--- config.mk ---
export PLATFORM = sky130hd
export DESIGN_NAME = im_loader
export DESIGN_NICKNAME = d
export VERILOG_FILES = /design/src/rtl/im_loader.sv
export SDC_FILE = /design/constraint.sdc
export NUM_CORES = 1
export LEC_CHECK = 0
export BUFFER_PORTS_ARGS = -buffer_cell sky130_fd_sc_hd__buf_2
export CORE_UTILIZATION = 45
export DETAILED_ROUTE_END_ITERATION = 16
export GPL_TIMING_DRIVEN = 0
export PLACE_DENSITY = 0.67
export SKIP_CTS_REPAIR_TIMING = 1
export SYNTH_ARGS = -nofsm -noshare
export SYNTH_HDL_FRONTEND = slang
export SYNTH_SLANG_ARGS = --single-unit
--- constraint.sdc ---
create_clock -name clk -period 4 [get_ports clk]
set_clock_uncertainty 0.15 [all_clocks]
set_input_delay 0.4 -clock clk [delete_from_list [all_inputs] [get_ports clk]]
set_output_delay 0.4 -clock clk [all_outputs]
set_load 0.02 [all_outputs]
--- src/rtl/im_loader.sv ---
// im_loader: writer-side companion to the instruction memory.
//
// Accepts a program image as a byte stream (valid/ready), packs every four
// bytes into a 32-bit instruction word and issues a one-cycle write to the
// instruction memory write port. The CPU is held (cpu_hold) while a load is
// in progress.
//
// Ports:
//   clk, rst              clock (rising edge), async active-high reset
//   load_start            one-cycle start pulse, sampled only when idle
//   load_base, load_len   first word address / word count, sampled with start
//   abort                 cancel an in-progress load
//   byte_in, byte_valid   stream data in
//   byte_ready            loader consumes byte_in this cycle
//   im_we/im_waddr/im_wdata  instruction memory write port
//   busy, cpu_hold        load in progress (identical)
//   done, aborted         one-cycle completion / cancellation pulses
//   checksum              mod-256 sum of bytes accepted in current/last load

module im_loader #(
  parameter int ADDR_W     = 10,
  parameter bit BIG_ENDIAN = 1'b1
) (
  input  logic              clk,
  input  logic              rst,
  input  logic              load_start,
  input  logic [ADDR_W-1:0] load_base,
  input  logic [ADDR_W:0]   load_len,
  input  logic              abort,
  input  logic [7:0]        byte_in,
  input  logic              byte_valid,
  output logic              byte_ready,
  output logic              im_we,
  output logic [ADDR_W-1:0] im_waddr,
  output logic [31:0]       im_wdata,
  output logic              busy,
  output logic              cpu_hold,
  output logic              done,
  output logic              aborted,
  output logic [7:0]        checksum
);

  typedef enum logic [1:0] {S_IDLE, S_RECV, S_WRITE, S_FIN} state_t;

  // Memory depth; a longer request is clamped to this.
  localparam logic [ADDR_W:0] DEPTH = {1'b1, {ADDR_W{1'b0}}};
  localparam logic [ADDR_W:0] ONE   = {{ADDR_W{1'b0}}, 1'b1};

  state_t            state, state_nx;
  logic [ADDR_W-1:0] addr;
  logic [ADDR_W:0]   remaining;
  logic [1:0]        bcnt;
  logic [31:0]       wbuf;
  logic [31:0]       wdata_q;
  logic [ADDR_W-1:0] waddr_q;
  logic [7:0]        cks;
  logic              aborted_q;

  logic [ADDR_W:0]   len_clamp;
  logic              active;
  logic              take;
  logic [31:0]       packed_w;

  assign len_clamp = (load_len > DEPTH) ? DEPTH : load_len;
  assign active    = (state == S_RECV) || (state == S_WRITE);
  // abort wins over byte acceptance, so ready is withdrawn while it is high
  assign take      = (state == S_RECV) && byte_valid && !abort;
  // Word buffer contents with the incoming byte shifted in.
  assign packed_w  = BIG_ENDIAN ? {wbuf[23:0], byte_in} : {byte_in, wbuf[31:8]};

  // State register
  always_ff @(posedge clk or posedge rst) begin
    if (rst) state <= S_IDLE;
    else     state <= state_nx;
  end

  // Next state and outputs
  always_comb begin
    state_nx   = state;
    byte_ready = 1'b0;
    im_we      = 1'b0;
    busy       = 1'b0;
    done       = 1'b0;
    case (state)
      S_IDLE: begin
        if (load_start) state_nx = (len_clamp == '0) ? S_FIN : S_RECV;
      end
      S_RECV: begin
        busy       = 1'b1;
        byte_ready = !abort;
        if (abort)                    state_nx = S_IDLE;
        else if (take && bcnt == 2'd3) state_nx = S_WRITE;
      end
      S_WRITE: begin
        busy  = 1'b1;
        im_we = !abort;
        if (abort)                 state_nx = S_IDLE;
        else if (remaining == ONE) state_nx = S_FIN;
        else                       state_nx = S_RECV;
      end
      S_FIN: begin
        done     = 1'b1;
        state_nx = S_IDLE;
      end
      default: state_nx = S_IDLE;
    endcase
  end

  assign cpu_hold = busy;
  assign aborted  = aborted_q;
  assign checksum = cks;
  assign im_waddr = waddr_q;
  assign im_wdata = wdata_q;

  // Datapath
  always_ff @(posedge clk or posedge rst) begin
    if (rst) begin
      addr      <= '0;
      remaining <= '0;
      bcnt      <= '0;
      wbuf      <= '0;
      wdata_q   <= '0;
      waddr_q   <= '0;
      cks       <= '0;
      aborted_q <= 1'b0;
    end else begin
      aborted_q <= active && abort;

      if (state == S_IDLE && load_start) begin
        addr      <= load_base;
        remaining <= len_clamp;
        bcnt      <= '0;
        wbuf      <= '0;
        cks       <= '0;
      end

      if (take) begin
        wbuf <= packed_w;
        cks  <= cks + byte_in;
        bcnt <= bcnt + 2'd1;
        // Capture the finished word and its address so the write port
        // holds steady through WRITE and afterwards.
        if (bcnt == 2'd3) begin
          wdata_q <= packed_w;
          waddr_q <= addr;
        end
      end

      if (im_we) begin
        addr      <= addr + 1'b1;   // wraps at the top of memory
        remaining <= remaining - ONE;
        bcnt      <= '0;
      end

      if (active && abort) begin
        bcnt <= '0;
        wbuf <= '0;
      end
    end
  end

endmodule
# --- Word level (Yosys, flattened, before mapping) ---
# Cells that the tools add are included.
# Widths: inputs -> output; s select.
word_totals:
  in_bits: 34
  wordCells: 62
  output_inout_bits: 56
  reg_bits: 100
op_classes:
  n_reduce_logical: 16
  muxes: 25
  n_eq_ne: 7
  add_sub_neg: 4
  order_cmp: 1
ops:
  columns: ["op", "n"]
  rows:
  - ["$mux 24", 3]
  - ["$mux 11", 3]
  - ["$mux 10", 2]
  - ["$mux 2", 10]
  - ["$mux 8", 2]
  - ["$eq 11x1->1 const B", 1]
  - ["$gt 11x11->1 const B", 1]
  - ["$logic_not 11->1", 1]
  - ["$sub 11x1->11 const B", 1]
  - ["$add 10x1->10 const B", 1]
  - ["$add 8x8->8", 1]
  - ["$pmux 2 s4", 1]
  - ["$eq 2x2->1 const B", 3]
  - ["$logic_and 1x1->1", 5]
  - ["$mux 1", 4]
  - ["$reduce_and 2->1", 2]
  - ["$reduce_bool 2->1", 2]
  - ["$reduce_bool 4->1", 1]
  - ["$ne 3x2->1 const B", 1]
  - ["$reduce_bool 3->1", 1]
  - ["$add 2x1->2 const B", 1]
  - ["$eq 2x1->1 const B", 1]
  - ["$logic_not 2->1", 1]
  - ["$ne 2x2->1 const B", 1]
  - ["3 further kinds", 3]

# --- Depth between registers and ports, before layout ---
# Gate-level depths: netlist (run 1).
depth:
  depth_word: 7
  mapped_depth: 10
  depth_no_buf: 8

# --- Worst setup path before layout (run 1) ---
# OpenSTA, ideal clock, no wires.
synth_timing:
  path_kind: "register to register"
  start: "register cks[0] (netlist: checksum[0])"
  end: "register cks[6] (netlist: checksum[6])"
  path_slack_ns: 2.002
  setup_time_ns: 0.137
  required_time_ns: 3.713
  path_buffers: 0
  arrival_ns: 1.711
  path_stages_with_launch: 8
  synth_period_minus_slack_ns: 1.998
  path_cell_list: "dfrtp_1 > ha_1 > fa_1 > a21o_1 > a21oi_1 > o21bai_1 > nand4b_1 > o211ai_1"
synth_between:
  elab_chain_cells: 2
synth_lines:
  columns: ["item", "line", "rtl"]
  rows:
  - ["start: declaration", "56", "logic [7:0] cks;"]
  - ["start signal: assignment", "139", "cks <= cks + byte_in;"]
  - ["$add 8x8->8", "139", null]
  - ["$mux 8", "137", "if (take) begin"]
# Every way passes these cells.
# A chain may end at the register's enable or synchronous reset.

# --- Final worst setup path (run 1) ---
layout_timing:
  start: "register state[0]"
  end: "output port im_we"
layout_between:
  elab_chain_cells: 2
layout_lines:
  columns: ["item", "line", "rtl"]
  rows:
  - ["start: declaration", "49", "state_t state, state_nx;"]
  - ["start signal: assignment", "74", "else state <= state_nx;"]
  - ["$eq 2x2->1", "84", "case (state)"]
  - ["$mux 1", "84", null]
  - ["end: declaration", "33", "output logic im_we,"]
# Every way passes these cells.

==> results.py, run 1 <==
metrics = {
    "synth": {
        "ys.flop_type": "dfrtp_1",
        "synth-seq-cells": 100,
        "synth_top_area_share_pct": 55.0,
        "postSynthCellCount": 383,
        "synth_area_leader_cell": "dfrtp_1",
        "ys_top_cells_by_count": "100 x dfrtp_1, 42 x mux2_2, 26 x nor2_1",
        "syn_area_um2": 4550,
        "synth_edf_count": 0,
        "ys_types": 51,
        "synth_most_common_cell": "dfrtp_1",
        "yosysWarnings": 0,
        "ys_top_cells_by_area": "dfrtp_1 55%, mux2_2 10%, a22o_1 4.8%, ha_1 4.4%, a21oi_1 2.3%",
        "yosysSeqAreaShare_pct": 55.0,
        "avgSynthCellArea_um2": 11.9,
        "syn_nets": 434,
        "async_reset_ff_share_pct": 100,
    },
    "die": {
        "die_width_um": 103,
        "fp.dieH_um": 103,
        "io_pins": 90,
        "start_util_pct": 46.6,
        "core.rowCount": 36,
        "die_area_um2": 10500,
        "core_area_um2": 9770,
    },
    "global_route": {
        "antenna_found_initial": 0,
        "grt_max_degree": 65,
        "grt_use_total_pct": 21.0,
        "grt-ovfl-total": 0,
        "grt_pass1_wl_mm": 16.7,
        "grt_pass1_vias": 3332,
    },
    "timing": {
        "period_share_pct": 61.4,
        "slew-limit-headroom_pct": 54.0,
        "rsz0062_at_grt": "false",
        "final_max_slew_viol_count": 0,
        "final_hold_viol_count": 0,
        "worst_slew_pin_slew_ps": 687,
        "final.min_clock_period_ps": 2460,
        "fmax_mhz": 407,
        "setup_viol": 0,
    },
    "drt": {
        "num_vias": 3409,
        "wire_per_inst_um": 16.4,
        "drt_first_iter_violations": 163,
        "dr.pass1.iters": 4,
        "antenna_left": 0,
        "route.detailed.drc": 0,
        "wl_mm": 10.2,
        "viasPerCell": 5.48,
    },
    "power_and_ir_drop": {
        "p_leak_nw": 2.79,
        "p_switching_mw": 1.34,
        "p_sw_share_pct": 40.4,
        "share_seq_of_total_power_pct": 44.4,
        "power_frac_comb_pct": 37.4,
        "p_int_mw": 1.97,
        "vdd_drop_max_v": 0.000321,
        "power.density_nw_per_um2": 615,
        "clkPwrFrac_pct": 18.2,
    },
    "critical_path": {
        "reg2reg_slack_ps": 1720,
        "r2r_start": "state[1]",
        "critPathBufInv": 5,
        "cp-start-kind": "flop",
        "cp-end-kind": "primary output",
        "path_common_cell": "buf_2",
        "slowest_delay_ps": 410,
        "startpoint": "state[0]",
        "worstPathArrival_ps": 1910,
        "critPathKind": "reg -> out",
        "rr_worst_depth": 7,
        "critPathTopFamily": "buffers and inverters",
        "worstPathRequired_ps": 3450,
        "critical-path-slowest-cell": "dfrtp_1",
        "crit_chain": "inv_1 > ha_1 > nand2b_1 > buf_4 > inv_2 > buf_2 > buf_2",
        "cp_max_fo": 10,
        "rr_endpoint": "im_wdata[4]",
    },
    "final_layout": {
        "seq_area_um2": 2500,
        "antenna_cells": 0,
        "multi_input_area_um2": 1900,
        "syn_to_final_growth_pct": 18.3,
        "nets": 536,
        "fill_cells": 884,
        "stdcell_area_um2": 5380,
        "fin_util_pct": 55.1,
        "drive_gt1_share_pct": 34.2,
    },
    "run": {
        "maxCapViolCount": 0,
    },
    "min_path": {
        "min_path_type": "in -> reg",
        "hp-start": "load_len[3]",
        "min_path_cells": 3,
        "min_to": "remaining[3]",
    },
    "placement": {
        "place.port_buffers": 89,
        "post_dp_cell_area_um2": 5190,
        "place_congestion": 0.897,
        "dp_hpwl_mm": 7.41,
    },
    "clocking": {
        "path_clk_slew_ps": 100,
        "cts-htree-levels": 3,
        "cts_tree": "done",
        "clockBufferDepth": 2,
        "cts_root_buf": "clkbuf_8",
        "insertion_delay_ps": 370,
        "cts_num_sinks": 100,
        "numCtsBuffers": 9,
    },
    "outcome": {
        "status": "completed",
    },
}
-- metrics by stage --
stage	setup TNS, ps	hold slack, ps	power [mW]	cells	setup slack (ps)
final	0	121	3.31	622	1540
after detailed placement	0	320	2.72	606	1720
after floorplan	0	310	2.34	383	831
after global routing	0	127	3.56	622	1430
after CTS	0	-88.9	3.33	621	1520
after global placement	-33530	311	2.68	605	-340
-- area by class of cell --
class / instances / share of cell area (%)
clock buffers: 9 / 2.30
inverters: 10 / 0.744
well taps: 133 / 3.09
plain buffers: 22 / 1.98
repair buffers: 91 / 8.97
multi-input cells: 251 / 35.4
flip-flops and latches: 100 / 46.5
clock inverters: 6 / 1.02
-- power groups by stage --
stage / logic, mW / registers (mW) / clock network (mW)
floorplan: 0.820 / 1.52 / 0
global placement: 1.21 / 1.47 / 0
detailed placement: 1.24 / 1.48 / 0
CTS: 1.24 / 1.47 / 0.623
global route: 1.39 / 1.51 / 0.661
finish: 1.24 / 1.47 / 0.602
-- worst min-delay path: stages --
cell	delay, ps
buf_2	100
a32oi_1	60
nand2_1	60
-- logic make-up after synthesis --
| kind of cell | share of synthesized area, % |
|---|---|
| flip-flops | 55.0 |
| buffers and inverters | 3.16 |
| adder cells (fa/ha/maj) | 4.84 |
| AO/OA/AOI/OAI | 15.5 |
| XOR/XNOR | 0.578 |
| multiplexers | 11.1 |
| AND/OR/NAND/NOR | 9.93 |
-- how the worst max path moves through the flow --
| stage | to | depth (start not counted) |
|---|---|---|
| 2_1_floorplan | aborted | 1 |
| 3_3_place_gp | remaining[4] | 2 |
| 3_5_place_dp | im_wdata[4] | 7 |
| 4_1_cts | im_we | 7 |
| 5_1_grt | im_we | 7 |
| 6_report | im_we | 7 |
-- flip-flops by register name (all words and copies together) (netlist names) --
name and cells:
im_wdata 32, wbuf 24, remaining 11, addr 10
im_waddr 10, checksum 8, bcnt 2, state 2
aborted 1
-- metal layers --
metal	GRT usage [%]	part of all wire [%]
met5	0	0
met4	6.26	0.94
met3	4.75	5.5
met2	34.3	48
met1	28.0	45
-- cell usage in the layout, fill, tap and decap left out, types with 3 or more instances in the layout --
master / count
inv_6: 3
nor2_1: 26
buf_2: 101
o31ai_1: 3
clkbuf_1: 6
nor3_1: 8
o211ai_1: 4
mux2_2: 42
and3_1: 5
inv_1: 8
a22o_1: 25
mux2i_1: 3
nand3_1: 11
ha_1: 16
dfrtp_1: 100
o21ai_0: 16
nor3b_1: 3
a211oi_1: 10
a21oi_1: 21
a311oi_1: 6
nand2_1: 18
clkbuf_8: 9
Power figures use the tool's default switching activity.
==> inputs of run 2 (changes only) <==
clock period = 2.46 ns   (was 4 ns; I/O delays follow)
==> run 2 against run 1 <==
Against the previous run:
- the run now ends with hold timing left
- register-to-register slack worse by 1500 ps
- core utilization up 0.60 points
- setup slack worse by 1400 ps
- via count up 2.1%
- sequential power up 62%
- global-route usage down 0.51 points
- hold slack worse by 140 ps
- non-clock buffer count up 6
- critical path depth unchanged
- sequential share of layout area down 0.50 points
- largest cell class unchanged
==> results.py, run 2 (same netlist as run 1, synthesis figures left out) <==
metrics = {
    "placement": {
        "place_congestion": 0.913,
        "place.port_buffers": 89,
        "dpl_worst_slack_ps": 172,
        "dp_hpwl_mm": 7.34,
    },
    "timing": {
        "final_hold_viol_count": 2,
        "final_max_slew_viol_count": 0,
        "fmax_mhz": 433,
        "slew-limit-headroom_pct": 51.4,
        "fin_ws_ps": 153,
        "setup_viol": 0,
        "holdWs_ps": -16.9,
        "worst_slew_pin_slew_ps": 726,
        "period_share_pct": 93.8,
        "setup-tns-final_ps": 0,
        "final.min_clock_period_ps": 2310,
        "rsz0062_at_grt": "false",
    },
    "die": {
        "fp.dieH_um": 103,
        "start_util_pct": 46.6,
        "die_area_um2": 10500,
        "io_pins": 90,
        "core.rowCount": 36,
        "die_width_um": 103,
        "core_area_um2": 9770,
    },
    "critical_path": {
        "critPathKind": "reg -> out",
        "worstPathRequired_ps": 2060,
        "r2r_start": "state[0]",
        "cp-start-kind": "flop",
        "startpoint": "state[0]",
        "cp-end-kind": "primary output",
        "rr_worst_depth": 8,
        "worstPathArrival_ps": 1910,
        "cp_max_fo": 10,
    },
    "run": {
        "maxCapViolCount": 0,
    },
    "final_layout": {
        "fin_util_pct": 55.7,
        "nets": 542,
        "antenna_cells": 0,
        "largest_reg_flops": 32,
        "final_cell_mix": "101 x buf_2, 100 x dfrtp_1, 42 x mux2_2",
        "final_common_cell": "buf_2",
        "fill_cells": 860,
        "syn_to_final_growth_pct": 19.5,
        "drive_gt1_share_pct": 33.9,
    },
    "global_route": {
        "grt-ovfl-total": 0,
        "grt_pass1_vias": 3254,
        "grt_pass1_wl_mm": 16.4,
        "grt_max_degree": 42,
        "antenna_found_initial": 0,
        "grt_use_total_pct": 20.5,
    },
    "min_path": {
        "hp-start": "load_len[3]",
        "min_path_type": "in -> reg",
        "min_path_cells": 3,
    },
    "drt": {
        "antenna_left": 0,
        "drt_first_iter_violations": 140,
        "num_vias": 3479,
        "wire_per_inst_um": 16.0,
        "wl_mm": 10.1,
        "dr.pass1.iters": 4,
        "route.detailed.drc": 0,
        "viasPerCell": 5.53,
    },
    "clocking": {
        "insertion_delay_ps": 370,
        "numCtsBuffers": 9,
        "clockBufferDepth": 2,
        "cts_num_sinks": 100,
        "cts-htree-levels": 3,
        "cts_tree": "done",
        "path_clk_slew_ps": 90,
        "cts_root_buf": "clkbuf_8",
    },
    "power_and_ir_drop": {
        "vdd_drop_max_v": 0.000493,
        "p_leak_nw": 2.80,
        "power.density_nw_per_um2": 985,
    },
    "outcome": {
        "status": "finished, violations left",
        "violations": "hold timing",
    },
}
## run 2: worst paths after layout
kind / endpoint / slack, ps
hold / removal: remaining[3] / -20
hold reg to reg: checksum[7] / 330
setup / recovery: im_we / 150
max in group asynchronous: bcnt[0] / 1310
setup reg to reg: remaining[9] / 200
min in group asynchronous: wbuf[17] / 280
## run 2: metrics by stage
step / total power [mW] / instances / area [um2]
after global placement: 4.34 / 605 / 5170
after floorplan: 3.80 / 383 / 4550
after global routing: 5.73 / 629 / 5440
after CTS: 5.38 / 623 / 5380
final: 5.36 / 629 / 5440
after detailed placement: 4.42 / 607 / 5210
## run 2: worst max-delay path: stages, from the launching register on
cell	delay [ps]
dfrtp_1	420
inv_1	130
ha_1	210
nand2b_1	70
buf_4	160
inv_2	120
buf_2	240
buf_2	200
## run 2: routing by layer
layer	part of all wire (%)	track usage [%]	routed length [um]	vias up
met4	0.90	6.48	91	0
met1	45	27.1	4560	1707
met2	48	34.0	4810	137
li1	-	-	-	1626
met5	0	0	0	-
met3	6.2	4.14	625	9
## run 2: cell type report
cell class / instances / area, um2 / share of cell area, %
clock inverter: 6 / 46.3 / 0.851
buffer: 22 / 106 / 1.95
tap: 133 / 166 / 3.06
sequential: 100 / 2500 / 46.0
multi-input combinational: 251 / 1900 / 35.0
timing repair buffer: 97 / 546 / 10.0
clock buffer: 10 / 128 / 2.35
inverter: 10 / 41.3 / 0.759
## run 2: power breakdown
| group | switching [mW] | total (mW) | internal [mW] |
|---|---|---|---|
| combinational | 1.22 | 2.02 | 0.804 |
| clock | 0.577 | 0.954 | 0.377 |
| sequential | 0.355 | 2.38 | 2.03 |
| total | 2.15 | 5.36 | 3.21 |
==> inputs of run 3 (changes only) <==
PLACE_DENSITY = 0.75   (was 0.67)
==> run 3 against run 2 <==
Against the previous run:
- the flow still finishes with violations (hold timing)
- final area up 0.78%
- hold slack better by 5.7 ps
- sequential power about the same
- non-clock buffer count up 3
- core utilization up 0.44 points
- via count about the same
- die area unchanged
- setup slack better by 2.7 ps
- combinational power about the same
- highest routed layer unchanged
==> results.py, run 3 (same netlist as run 1, synthesis figures left out) <==
metrics = {
    "outcome": {
        "status": "finished, violations left",
        "violations": "hold timing",
    },
    "clocking": {
        "numCtsBuffers": 9,
        "path_clk_slew_ps": 100,
        "cts_tree": "done",
        "clockBufferDepth": 2,
        "cts_root_buf": "clkbuf_8",
        "cts_num_sinks": 100,
        "cts-htree-levels": 3,
        "insertion_delay_ps": 370,
    },
    "timing": {
        "final_hold_viol_count": 3,
        "slew-limit-headroom_pct": 50.4,
        "setup-tns-final_ps": 0,
        "fmax_mhz": 434,
        "setup_viol": 0,
        "final.min_clock_period_ps": 2300,
        "final_max_slew_viol_count": 0,
        "holdWs_ps": -11.2,
        "rsz0062_at_grt": "false",
        "worst_slew_pin_slew_ps": 741,
        "period_share_pct": 93.7,
    },
    "power_and_ir_drop": {
        "power.density_nw_per_um2": 989,
        "finalPower_mw": 5.42,
        "p_leak_nw": 2.82,
        "vdd_drop_max_v": 0.000569,
    },
    "global_route": {
        "grt-ovfl-total": 0,
        "grt_max_degree": 40,
        "grt_pass1_vias": 3440,
        "grt_pass1_wl_mm": 16.8,
        "grt_use_total_pct": 21.1,
        "antenna_found_initial": 0,
    },
    "drt": {
        "dr.pass1.iters": 5,
        "viasPerCell": 5.51,
        "route.detailed.drc": 0,
        "num_vias": 3480,
        "wire_per_inst_um": 16.4,
        "drt_first_iter_violations": 149,
        "wl_mm": 10.4,
        "antenna_left": 0,
    },
    "critical_path": {
        "critPathBufInv": 5,
        "cp-end-kind": "primary output",
        "slowest_delay_ps": 420,
        "critical-path-slowest-cell": "dfrtp_1",
        "cp_max_fo": 10,
        "worstPathRequired_ps": 2060,
        "critPathTopFamily": "buffers and inverters",
        "crit_chain": "inv_1 > ha_1 > nand2b_1 > buf_4 > inv_2 > clkbuf_4 > buf_2",
        "worstPathArrival_ps": 1910,
        "cp-start-kind": "flop",
        "critPathKind": "reg -> out",
    },
    "die": {
        "start_util_pct": 46.6,
        "core_area_um2": 9770,
        "fp.dieH_um": 103,
        "core.rowCount": 36,
        "io_pins": 90,
        "die_width_um": 103,
        "die_area_um2": 10500,
    },
    "final_layout": {
        "nets": 545,
        "syn_to_final_growth_pct": 20.5,
        "antenna_cells": 0,
        "final_cell_mix": "100 x buf_2, 100 x dfrtp_1, 42 x mux2_2",
        "largest_reg_flops": 32,
        "drive_gt1_share_pct": 33.7,
    },
    "placement": {
        "dp_hpwl_mm": 7.72,
        "place_congestion": 0.883,
        "place.port_buffers": 89,
    },
    "min_path": {
        "min_path_type": "in -> reg",
    },
    "run": {
        "maxCapViolCount": 0,
    },
}
==> run 3: cell types whose count changed in the layout (fill, tap and decap cells not counted), sizes merged <==
| cell | previous run | this run |
|---|---|---|
| buf | 106 | 105 |
| clkbuf | 17 | 18 |
| clkinvlp | 3 | 2 |
| dlygate4sd3 | 6 | 9 |
| inv | 12 | 13 |
==> run 3: final timing paths <==
path | start | to | slack (ps) | cells after the start
max | state[0] | im_we | 160 | 7
max reg2reg | state[0] | remaining[9] | 170 | 8
min | load_base[0] | addr[0] | -10 | 3
min in group asynchronous | rst | im_wdata[29] | 350 | 3
min reg2reg | checksum[7] | checksum[7] | 340 | 1
max in group asynchronous | rst | addr[6] | 950 | 5
==> run 3: layout make-up <==
class | count | area [um2]
Timing Repair Buffer | 100 | 576
Tap cell | 133 | 166
Buffer | 22 | 109
Sequential cell | 100 | 2500
Clock inverter | 6 | 56.3
Fill cell | 901 | 4290
Inverter | 10 | 41.3
Clock buffer | 10 | 128
Multi-Input combinational cell | 251 | 1900
==> run 3: per-layer routing <==
layer,vias up,wire (um),GRT usage [%]
met5,-,0,0
met4,0,210,6.04
met3,17,688,4.95
met2,119,4970,36.0
met1,1711,4480,26.9
li1,1633,-,-
==> run 3: worst register-to-register path, cell delays in order (launching register included) <==
cell and delay (ps):
dfrtp_1 400, inv_1 100, ha_1 240, nand2b_1 80, buf_4 160, inv_2 90, nor2_1 590, nor3_1 120
a211oi_1 270
==> run 3: power by group <==
part,total [mW],switching [mW],internal [mW]
registers,2.40,0.371,2.03
logic,2.04,1.23,0.809
clock network,0.989,0.598,0.392
total,5.42,2.20,3.23
==> run 3: per-stage QoR <==
stage	area, um2	hold WS, ps	util, %	cells	worst slack (ps)
6_report	5480	-11.2	56.1	632	155
5_1_grt	5480	1.44	56.1	632	36.4
4_1_cts	5390	-181	55.1	623	108
3_5_place_dp	5210	222	53.3	607	202
3_3_place_gp	5170	309	52.9	605	232
2_1_floorplan	4550	219	-	383	462
